--- config.mk ---
export PLATFORM = sky130hd
export DESIGN_NAME = obi_avalon_bridge_flat
export DESIGN_NICKNAME = d
export VERILOG_FILES = /design/src/rtl/obi_avalon_bridge_if.sv /design/src/rtl/obi_avalon_bridge.sv /design/src/flat_wrapper.sv
export SDC_FILE = /design/constraint.sdc
export NUM_CORES = 1
export LEC_CHECK = 0
export ABC_AREA = 1
export CAP_MARGIN = 40
export CELL_PAD_IN_SITES_DETAIL_PLACEMENT = 1
export CELL_PAD_IN_SITES_GLOBAL_PLACEMENT = 1
export CORE_ASPECT_RATIO = 2
export CORE_MARGIN = 2
export CORE_UTILIZATION = 35
export CTS_CLUSTER_DIAMETER = 60
export CTS_CLUSTER_SIZE = 16
export DETAILED_ROUTE_END_ITERATION = 10
export DONT_BUFFER_PORTS = 1
export PLACE_DENSITY_LB_ADDON = 0.12
export SETUP_SLACK_MARGIN = 0.4
export SLEW_MARGIN = 0
export SYNTH_ARGS = -nofsm -noshare
export SYNTH_HDL_FRONTEND = slang
export SYNTH_SLANG_ARGS = --single-unit
export TNS_END_PERCENT = 30
--- constraint.sdc ---
create_clock -name clk -period 2.9 [get_ports clk]
set_input_delay 0.435 -clock clk [delete_from_list [all_inputs] [get_ports clk]]
set_output_delay 0.435 -clock clk [all_outputs]
set_load 0.005 [all_outputs]
--- src/rtl/obi_avalon_bridge_if.sv ---
// Bus bundles for obi_avalon_bridge: the OBI core side and the Avalon-MM memory side.
// Signal names keep the bridge-relative _i/_o suffixes so they read the same inside the bridge.
interface obi_bus_if #(
  parameter int ADDR_WIDTH = 32,
  parameter int DATA_WIDTH = 32
);
  logic                    core_req_i;
  logic                    core_gnt_o;
  logic [ADDR_WIDTH-1:0]   core_addr_i;
  logic                    core_we_i;
  logic [DATA_WIDTH/8-1:0] core_be_i;
  logic [DATA_WIDTH-1:0]   core_wdata_i;
  logic                    core_rvalid_o;
  logic [DATA_WIDTH-1:0]   core_rdata_o;
  logic                    core_err_o;

  modport master (
    output core_req_i, core_addr_i, core_we_i, core_be_i, core_wdata_i,
    input  core_gnt_o, core_rvalid_o, core_rdata_o, core_err_o
  );

  modport slave (
    input  core_req_i, core_addr_i, core_we_i, core_be_i, core_wdata_i,
    output core_gnt_o, core_rvalid_o, core_rdata_o, core_err_o
  );
endinterface

interface avm_bus_if #(
  parameter int ADDR_WIDTH = 32,
  parameter int DATA_WIDTH = 32
);
  logic                    avm_read_o;
  logic                    avm_write_o;
  logic [ADDR_WIDTH-1:0]   avm_address_o;
  logic [DATA_WIDTH/8-1:0] avm_byteenable_o;
  logic [DATA_WIDTH-1:0]   avm_writedata_o;
  logic                    avm_waitrequest_i;
  logic                    avm_readdatavalid_i;
  logic [DATA_WIDTH-1:0]   avm_readdata_i;
  logic [1:0]              avm_response_i;
  logic                    avm_writeresponsevalid_i;

  modport master (
    output avm_read_o, avm_write_o, avm_address_o, avm_byteenable_o, avm_writedata_o,
    input  avm_waitrequest_i, avm_readdatavalid_i, avm_readdata_i, avm_response_i,
           avm_writeresponsevalid_i
  );

  modport slave (
    input  avm_read_o, avm_write_o, avm_address_o, avm_byteenable_o, avm_writedata_o,
    output avm_waitrequest_i, avm_readdatavalid_i, avm_readdata_i, avm_response_i,
           avm_writeresponsevalid_i
  );
endinterface

--- src/rtl/obi_avalon_bridge.sv ---
// OBI-to-Avalon-MM bridge with an in-order read/write tracking FIFO and registered responses.
// Define OBI_AVL_WRESP_EN to complete writes on avm_writeresponsevalid_i instead of internally.
module obi_avalon_bridge #(
  parameter int ADDR_WIDTH      = 32,
  parameter int DATA_WIDTH      = 32,
  parameter int MAX_OUTSTANDING = 4
) (
  input  logic             clk,
  input  logic             rst,
  obi_bus_if.slave         obi,
  avm_bus_if.master        avm,
  output logic [4:0]       outstanding_o,
  output logic             proto_err_o
);

  localparam int                PTR_W    = (MAX_OUTSTANDING > 1) ? $clog2(MAX_OUTSTANDING) : 1;
  localparam logic [4:0]        MAX_CNT  = 5'(MAX_OUTSTANDING);
  localparam logic [PTR_W-1:0]  LAST_PTR = PTR_W'(MAX_OUTSTANDING - 1);

  logic [4:0]                 count_q, count_d;
  logic [PTR_W-1:0]           wptr_q, wptr_d, rptr_q, rptr_d;
  logic [MAX_OUTSTANDING-1:0] fifo_q, fifo_d;
  logic                       rvalid_q, rvalid_d;
  logic                       err_q, err_d;
  logic                       proto_q, proto_d;
  logic [DATA_WIDTH-1:0]      rdata_q, rdata_d;

  logic full, empty, headIsWrite, grant;
  logic rdCompl, wrCompl, wrErr, protoEvent, compl;
  logic unusedWresp;

  function automatic logic [PTR_W-1:0] nextPtr(input logic [PTR_W-1:0] p);
    return (p == LAST_PTR) ? '0 : p + 1'b1;
  endfunction

  assign avm.avm_read_o       = obi.core_req_i & ~obi.core_we_i & ~full;
  assign avm.avm_write_o      = obi.core_req_i &  obi.core_we_i & ~full;
  assign avm.avm_address_o    = obi.core_addr_i;
  assign avm.avm_byteenable_o = obi.core_be_i;
  assign avm.avm_writedata_o  = obi.core_wdata_i;

  assign obi.core_gnt_o    = grant;
  assign obi.core_rvalid_o = rvalid_q;
  assign obi.core_rdata_o  = rdata_q;
  assign obi.core_err_o    = err_q;
  assign outstanding_o     = count_q;
  assign proto_err_o       = proto_q;

  always_comb begin
    full        = (count_q == MAX_CNT);
    empty       = (count_q == 5'd0);
    headIsWrite = fifo_q[rptr_q];
    grant       = obi.core_req_i & ~full & ~avm.avm_waitrequest_i;
    rdCompl     = avm.avm_readdatavalid_i & ~empty & ~headIsWrite;
`ifdef OBI_AVL_WRESP_EN
    unusedWresp = 1'b0;
    wrCompl     = avm.avm_writeresponsevalid_i & ~empty & headIsWrite;
    wrErr       = |avm.avm_response_i;
    protoEvent  = (avm.avm_readdatavalid_i & (empty | headIsWrite)) |
                  (avm.avm_writeresponsevalid_i & (empty | ~headIsWrite));
`else
    // A write at the head retires on its own; the write-response strobe has no meaning here.
    unusedWresp = avm.avm_writeresponsevalid_i;
    wrCompl     = ~empty & headIsWrite;
    wrErr       = 1'b0;
    protoEvent  = avm.avm_readdatavalid_i & (empty | headIsWrite);
`endif
    compl = rdCompl | wrCompl;

    fifo_d = fifo_q;
    if (grant) fifo_d[wptr_q] = obi.core_we_i;
    wptr_d = grant ? nextPtr(wptr_q) : wptr_q;
    rptr_d = compl ? nextPtr(rptr_q) : rptr_q;

    unique case ({grant, compl})
      2'b10:   count_d = count_q + 5'd1;
      2'b01:   count_d = count_q - 5'd1;
      default: count_d = count_q;
    endcase

    rvalid_d = compl;
    rdata_d  = rdCompl ? avm.avm_readdata_i : '0;
    err_d    = rdCompl ? |avm.avm_response_i : (wrCompl & wrErr);
    proto_d  = proto_q | protoEvent;
  end

  always_ff @(posedge clk or posedge rst) begin
    if (rst) begin
      count_q  <= '0;
      wptr_q   <= '0;
      rptr_q   <= '0;
      fifo_q   <= '0;
      rvalid_q <= 1'b0;
      err_q    <= 1'b0;
      rdata_q  <= '0;
      proto_q  <= 1'b0;
    end else begin
      count_q  <= count_d;
      wptr_q   <= wptr_d;
      rptr_q   <= rptr_d;
      fifo_q   <= fifo_d;
      rvalid_q <= rvalid_d;
      err_q    <= err_d;
      rdata_q  <= rdata_d;
      proto_q  <= proto_d;
    end
  end

endmodule

--- src/flat_wrapper.sv ---
// flat-port wrapper written by rule: the top's interface ports become plain ports
module obi_avalon_bridge_flat 
#(
  parameter int ADDR_WIDTH      = 32,
  parameter int DATA_WIDTH      = 32,
  parameter int MAX_OUTSTANDING = 4
)
  (clk, rst, outstanding_o, proto_err_o, obi_core_req_i, obi_core_addr_i, obi_core_we_i, obi_core_be_i, obi_core_wdata_i, obi_core_gnt_o, obi_core_rvalid_o, obi_core_rdata_o, obi_core_err_o, avm_avm_read_o, avm_avm_write_o, avm_avm_address_o, avm_avm_byteenable_o, avm_avm_writedata_o, avm_avm_waitrequest_i, avm_avm_readdatavalid_i, avm_avm_readdata_i, avm_avm_response_i, avm_avm_writeresponsevalid_i);
  obi_bus_if #(.ADDR_WIDTH(ADDR_WIDTH), .DATA_WIDTH(DATA_WIDTH)) obi_i ();
  avm_bus_if #(.ADDR_WIDTH(ADDR_WIDTH), .DATA_WIDTH(DATA_WIDTH)) avm_i ();
  input  logic clk;
  input  logic rst;
  output logic [4:0] outstanding_o;
  output logic proto_err_o;
  input wire logic [$bits(obi_i.core_req_i)-1:0] obi_core_req_i;
  input wire logic [$bits(obi_i.core_addr_i)-1:0] obi_core_addr_i;
  input wire logic [$bits(obi_i.core_we_i)-1:0] obi_core_we_i;
  input wire logic [$bits(obi_i.core_be_i)-1:0] obi_core_be_i;
  input wire logic [$bits(obi_i.core_wdata_i)-1:0] obi_core_wdata_i;
  output wire logic [$bits(obi_i.core_gnt_o)-1:0] obi_core_gnt_o;
  output wire logic [$bits(obi_i.core_rvalid_o)-1:0] obi_core_rvalid_o;
  output wire logic [$bits(obi_i.core_rdata_o)-1:0] obi_core_rdata_o;
  output wire logic [$bits(obi_i.core_err_o)-1:0] obi_core_err_o;
  output wire logic [$bits(avm_i.avm_read_o)-1:0] avm_avm_read_o;
  output wire logic [$bits(avm_i.avm_write_o)-1:0] avm_avm_write_o;
  output wire logic [$bits(avm_i.avm_address_o)-1:0] avm_avm_address_o;
  output wire logic [$bits(avm_i.avm_byteenable_o)-1:0] avm_avm_byteenable_o;
  output wire logic [$bits(avm_i.avm_writedata_o)-1:0] avm_avm_writedata_o;
  input wire logic [$bits(avm_i.avm_waitrequest_i)-1:0] avm_avm_waitrequest_i;
  input wire logic [$bits(avm_i.avm_readdatavalid_i)-1:0] avm_avm_readdatavalid_i;
  input wire logic [$bits(avm_i.avm_readdata_i)-1:0] avm_avm_readdata_i;
  input wire logic [$bits(avm_i.avm_response_i)-1:0] avm_avm_response_i;
  input wire logic [$bits(avm_i.avm_writeresponsevalid_i)-1:0] avm_avm_writeresponsevalid_i;
  assign obi_i.core_req_i = obi_core_req_i;
  assign obi_i.core_addr_i = obi_core_addr_i;
  assign obi_i.core_we_i = obi_core_we_i;
  assign obi_i.core_be_i = obi_core_be_i;
  assign obi_i.core_wdata_i = obi_core_wdata_i;
  assign obi_core_gnt_o = obi_i.core_gnt_o;
  assign obi_core_rvalid_o = obi_i.core_rvalid_o;
  assign obi_core_rdata_o = obi_i.core_rdata_o;
  assign obi_core_err_o = obi_i.core_err_o;
  assign avm_avm_read_o = avm_i.avm_read_o;
  assign avm_avm_write_o = avm_i.avm_write_o;
  assign avm_avm_address_o = avm_i.avm_address_o;
  assign avm_avm_byteenable_o = avm_i.avm_byteenable_o;
  assign avm_avm_writedata_o = avm_i.avm_writedata_o;
  assign avm_i.avm_waitrequest_i = avm_avm_waitrequest_i;
  assign avm_i.avm_readdatavalid_i = avm_avm_readdatavalid_i;
  assign avm_i.avm_readdata_i = avm_avm_readdata_i;
  assign avm_i.avm_response_i = avm_avm_response_i;
  assign avm_i.avm_writeresponsevalid_i = avm_avm_writeresponsevalid_i;
  obi_avalon_bridge #(.ADDR_WIDTH(ADDR_WIDTH), .DATA_WIDTH(DATA_WIDTH), .MAX_OUTSTANDING(MAX_OUTSTANDING)) u_core (.clk(clk), .rst(rst), .obi(obi_i), .avm(avm_i), .outstanding_o(outstanding_o), .proto_err_o(proto_err_o));
endmodule
-- Word level (Yosys, flattened, before mapping)
Cells that the tools add are included.
- $add $sub $neg: 4
- reduce and logical (&&, ||, !) cells: 4
- multipliers: 0
- multiplexer cells: 10
- divide/modulo/power cells: 0
- eq/ne operators: 5
- magnitude comparators: 3
- bitwise logic cells: 18
- shift-type cells: 0
- operator list (operator ; number):
    2-to-1 mux 32 bit ; 1
    AND 1 bit ; 10
    case mux 5 bit (2 select lines) ; 1
    equality test 2 bit (second input constant) ; 3
    < comparator 2 x 3 -> 1 bit (second input constant) ; 2
    adder 5 x 1 -> 5 bit (second input constant) ; 1
    equality test 5 x 3 -> 1 bit (second input constant) ; 1
    zero test 5 bit ; 1
    inverter 1 bit ; 5
    subtractor 5 x 1 -> 5 bit (second input constant) ; 1
    adder 2 x 1 -> 2 bit (second input constant) ; 2
    bitwise mux 4 bit ; 1
    2-to-1 mux 2 bit ; 2
    2-to-1 mux 1 bit ; 3
    OR 1 bit ; 3
    binary-select mux 1 bit (select 2 bit) ; 1
    demux 1 bit (select 2 bit) ; 1
    equality test 2 x 1 -> 1 bit (second input constant) ; 1
    >= comparator 2 x 1 -> 1 bit (second input constant) ; 1
    nonzero test 2 bit ; 1
    OR reduction 2 bit ; 1
    logical AND 1 bit ; 1
- bits in latches: 0
- bits in read-only memories: 0
- memory bits (writable): 0
- word-level logic and storage cells: 52
- register bits after elaboration: 48
- memories: 0
- output and inout port bits: 111

-- Logic depth before layout (Yosys ltp)
- depth in word-level cells: 7
- gate-level depth with buffers: 18
- depth with buffers taken out: 18

-- Least setup slack after synthesis
No wires, ideal clock.
- path type: register to register
- from: register u_core.count_q[4] (netlist: u_core.outstanding_o[4])
- to: register u_core.count_q[4] (netlist: u_core.outstanding_o[4])
- library setup time: 117 ps
- stages on the path, launching flop included: 17
- setup slack: 748 ps
- arrival: 2036 ps
- cells stage by stage: dfrtp_1 nor2_1 nand3_2 nand2_1 nor2_4 inv_1 ha_1 inv_1 fa_1 inv_1 nand2_1 nand2_1 nand2_1 nand2_1 nand2_1 nand2_1 nand2_1
- RTL lines (element ; RTL line ; RTL):
    start: declaration ; obi_avalon_bridge.sv:20 ; logic [4:0] count_q, count_d;
    start signal: assignment ; obi_avalon_bridge.sv:98 ; count_q <= count_d;
    equality test 5 x 3 -> 1 bit * ; obi_avalon_bridge.sv:50 ; full = (count_q == MAX_CNT);
    inverter 1 bit * ; obi_avalon_bridge.sv:53 ; grant = obi.core_req_i & ~full & ~avm.avm_waitrequest_i;
    AND 1 bit * (2 in series) ; obi_avalon_bridge.sv:53 ;
    via obi_core_gnt_o ; flat_wrapper.sv:20 ; output wire logic [$bits(obi_i.core_gnt_o)-1:0] obi_core_gnt_o;
    equality test 2 x 1 -> 1 bit or equality test 2 bit (tied branches) ; obi_avalon_bridge.sv:75 ; unique case ({grant, compl})
    case mux 5 bit (2 select lines) or nonzero test 2 bit (tied branches) ; - ;
The timed path passes the listed nets; every way through them passes the cells marked *.
A chain may end at the register's enable or synchronous reset.

-- Final worst setup path
- from: register u_core.count_q[1] (netlist: u_core.outstanding_o[1])
- to: register u_core.count_q[4] (netlist: u_core.outstanding_o[4])
The elaborated chain is that of the path after synthesis.

==> flow_summary.toml <==
[pwr]
p_leak_nw = 1.29
max-vdd-ir-drop_v = 0.000334
powerDensity_nw_per_um2 = 1070

[sta]
slew_headroom_pct = 60.8
tightest_slew_ns = 0.588
setup_ws_ns = 0.566
finalSetupTns_ns = 0
max_freq_ghz = 0.429
min_period_over_period_pct = 80.5
drv_slew = 0
rsz0062_at_grt = "true"
finClkSkew_ns = 0.00432
setup_viol = 0
period_minus_slack_ns = 2.33
hold_viol = 0

[worst_setup_path]
crit_type = "flop to flop"
reg2reg_to = "u_core.outstanding_o[4]"
rr_worst_depth = 15
crit_family = "simple AND/OR/NAND/NOR gates"
required_ns = 3.07
crit_top_cell = "nand2_1"
path_max_fanout = 6
critPathCaptureType = "flop"
r2r_setup_slack_ns = 0.57
crit_chain = "nor2_2, nand3_2, nand2_2, nor2_4, inv_1, ha_1, buf_4, ha_1, nand2_1, nand2_1, nand2_1, nand2_1, nand2_1, nand2_1, nand2_1"
arrival_ns = 2.51
r2r-start = "u_core.outstanding_o[1]"
critPathLaunchType = "flop"
worst_path_max_delay_cell = "dfrtp_1"
slowest_delay_ns = 0.46
crit_buf_inv = 2

[layout]
area.sequential_um2 = 1200
num_antenna_cells = 0
multiInputGateArea_um2 = 717
nets = 347
drive_gt1_share_pct = 24.1
synthToLayoutAreaGrowth_pct = -9.19
fin_cells = 320
fillCellCount = 863

[die]
die_x_um = 65.4
core-area_um2 = 7270
fp.dieArea_um2 = 8300
io_pins = 220
fp-row-count = 44
floorplan.die.height_um = 127
start_util_pct = 36.3

[global_routing]
antenna_found_initial = 0
grt_usage_pct = 13.3
grt_pass1_vias = 1553
grt_max_degree = 34
grt_pass1_wl_mm = 8.05
overflow = 0

[run_status]
outcome = "complete, no violations"

[clocking]
cts_tree = "built"
cts.htree.levels = 2
clock_latency_ns = 0.28
path_clk_slew_ns = 0.06
cts_buffers = 5
post_cts.repair.setup_buffers = 0
cts_root_buffer = "clkbuf_16"
cts_sinks = 48
cts_buffer_depth = 2

[logic_synthesis]
synth_top_cell_by_area = "dfrtp_1"
yosys.cell_types.count = 23
syn_area_um2 = 2640
syn_nets = 408
netlist_instances = 289
dominantRegCellSynth = "dfrtp_1"
synth_edf_count = 0
synth_top_area_share_pct = 45.5
ys_warn_count = 0
avgSynthCellArea_um2 = 9.14
synth_common_cells = "buf_4 (68), inv_1 (51), dfrtp_1 (48)"
synth-seq-cells = 48
synthArstFlopShare_pct = 100
yosys-top-cells-area = "dfrtp_1 (45%), buf_4 (19%), inv_1 (7.3%)"
synth.most_common_cell = "buf_4"
synth.yosys.seq_area_share_pct = 45.5

[route]
drtIter0Drc = 31
avgRoutedWirePerCell_um = 16.4
viasPerCell = 4.58
antenna_left = 0
firstDrtPassIters = 3
num_vias = 1464
drc = 0
totalWireLength_mm = 5.26

[place]
place_ws_ns = 0.386
gp_congestion = 0.662
hpwl_mm = 4.12
io_buffers = 0
dp.cells = 312

[hold_path]
hold_class = "primary input to asynchronous set/reset pin"

[flow_run]
maxCapViolCount = 0
==> area by class of cell <==
type | count | share of cell area (%)
clock inverters | 2 | 0.522
inverters | 52 | 8.14
multi-input cells | 119 | 29.9
well taps | 92 | 4.80
clock buffers | 5 | 5.22
flip-flops and latches | 48 | 50.3
repair buffers | 2 | 1.15
==> worst max path at each step <==
| stage | startpoint | endpoint | slack, ns | cells past startpoint |
|---|---|---|---|---|
| 3_3_place_gp | u_core.outstanding_o[0] | u_core.outstanding_o[3] | 0.43 | 12 |
| 5_1_grt | u_core.rptr_q[0] | u_core.outstanding_o[4] | 0.37 | 18 |
| 3_5_place_dp | u_core.outstanding_o[4] | u_core.outstanding_o[3] | 0.39 | 12 |
| 6_report | u_core.outstanding_o[1] | u_core.outstanding_o[4] | 0.57 | 15 |
| 2_1_floorplan | u_core.outstanding_o[4] | u_core.outstanding_o[4] | 0.75 | 16 |
| 4_1_cts | u_core.outstanding_o[0] | u_core.outstanding_o[4] | 0.45 | 16 |
==> logic make-up after synthesis <==
kind of cell / Yosys count / synth area share (%)
buf+inv: 123 / 28.0
simple gates: 100 / 19.5
fa+ha+maj: 10 / 5.02
compound gates: 6 / 1.28
flops: 48 / 45.5
xor+xnor: 2 / 0.664
==> state kept, by name, indices dropped and copies added (netlist names) <==
name,count
u_core.obi.core_rdata_o,32
u_core.outstanding_o,5
u_core.fifo_q,4
u_core.rptr_q,2
u_core.wptr_q,2
u_core.obi.core_err_o,1
u_core.obi.core_rvalid_o,1
u_core.proto_err_o,1
==> per-layer routing <==
layer	global-route usage, %	vias up	wire, um
met5	0	-	0
met4	10.2	0	291
met3	3.72	37	366
met2	25.6	68	3120
met1	10.3	698	1480
li1	-	661	-
==> cells in the final DEF, fill, tap and decap left out, drive strengths merged, types with 2 or more instances in the layout <==
cell     n
nand3   16
xnor2    2
ha       9
inv     52
buf      2
dfrtp   48
nor2    42
clkbuf   5
o21ai    3
nand2   38
nand4    4
==> where the power goes <==
group / switching (W) / internal, W / total [W]
sequential: 0.000196 / 0.000905 / 0.00110
combinational: 0.000573 / 0.000331 / 0.000904
clock: 0.000235 / 0.000313 / 0.000548
==> metrics by stage <==
step	hold slack, ns	power [W]	util (%)	instance area (um2)
finish	0.0703	0.00255	33.0	2400
global route	0.110	0.00281	33.0	2400
CTS	0.0949	0.00262	32.9	2390
detailed placement	0.407	0.00204	30.8	2240
global placement	0.468	0.00200	30.5	2220
floorplan	0.449	0.00188	-	2640
==> what timing repair did <==
item                       CTS  global route
setup endpoints to repair    2             2
hold buffers                 0             0
resized for setup            2             5
pin swaps                    1             0
cloned                       1             0
Power figures use the tool's default switching activity.
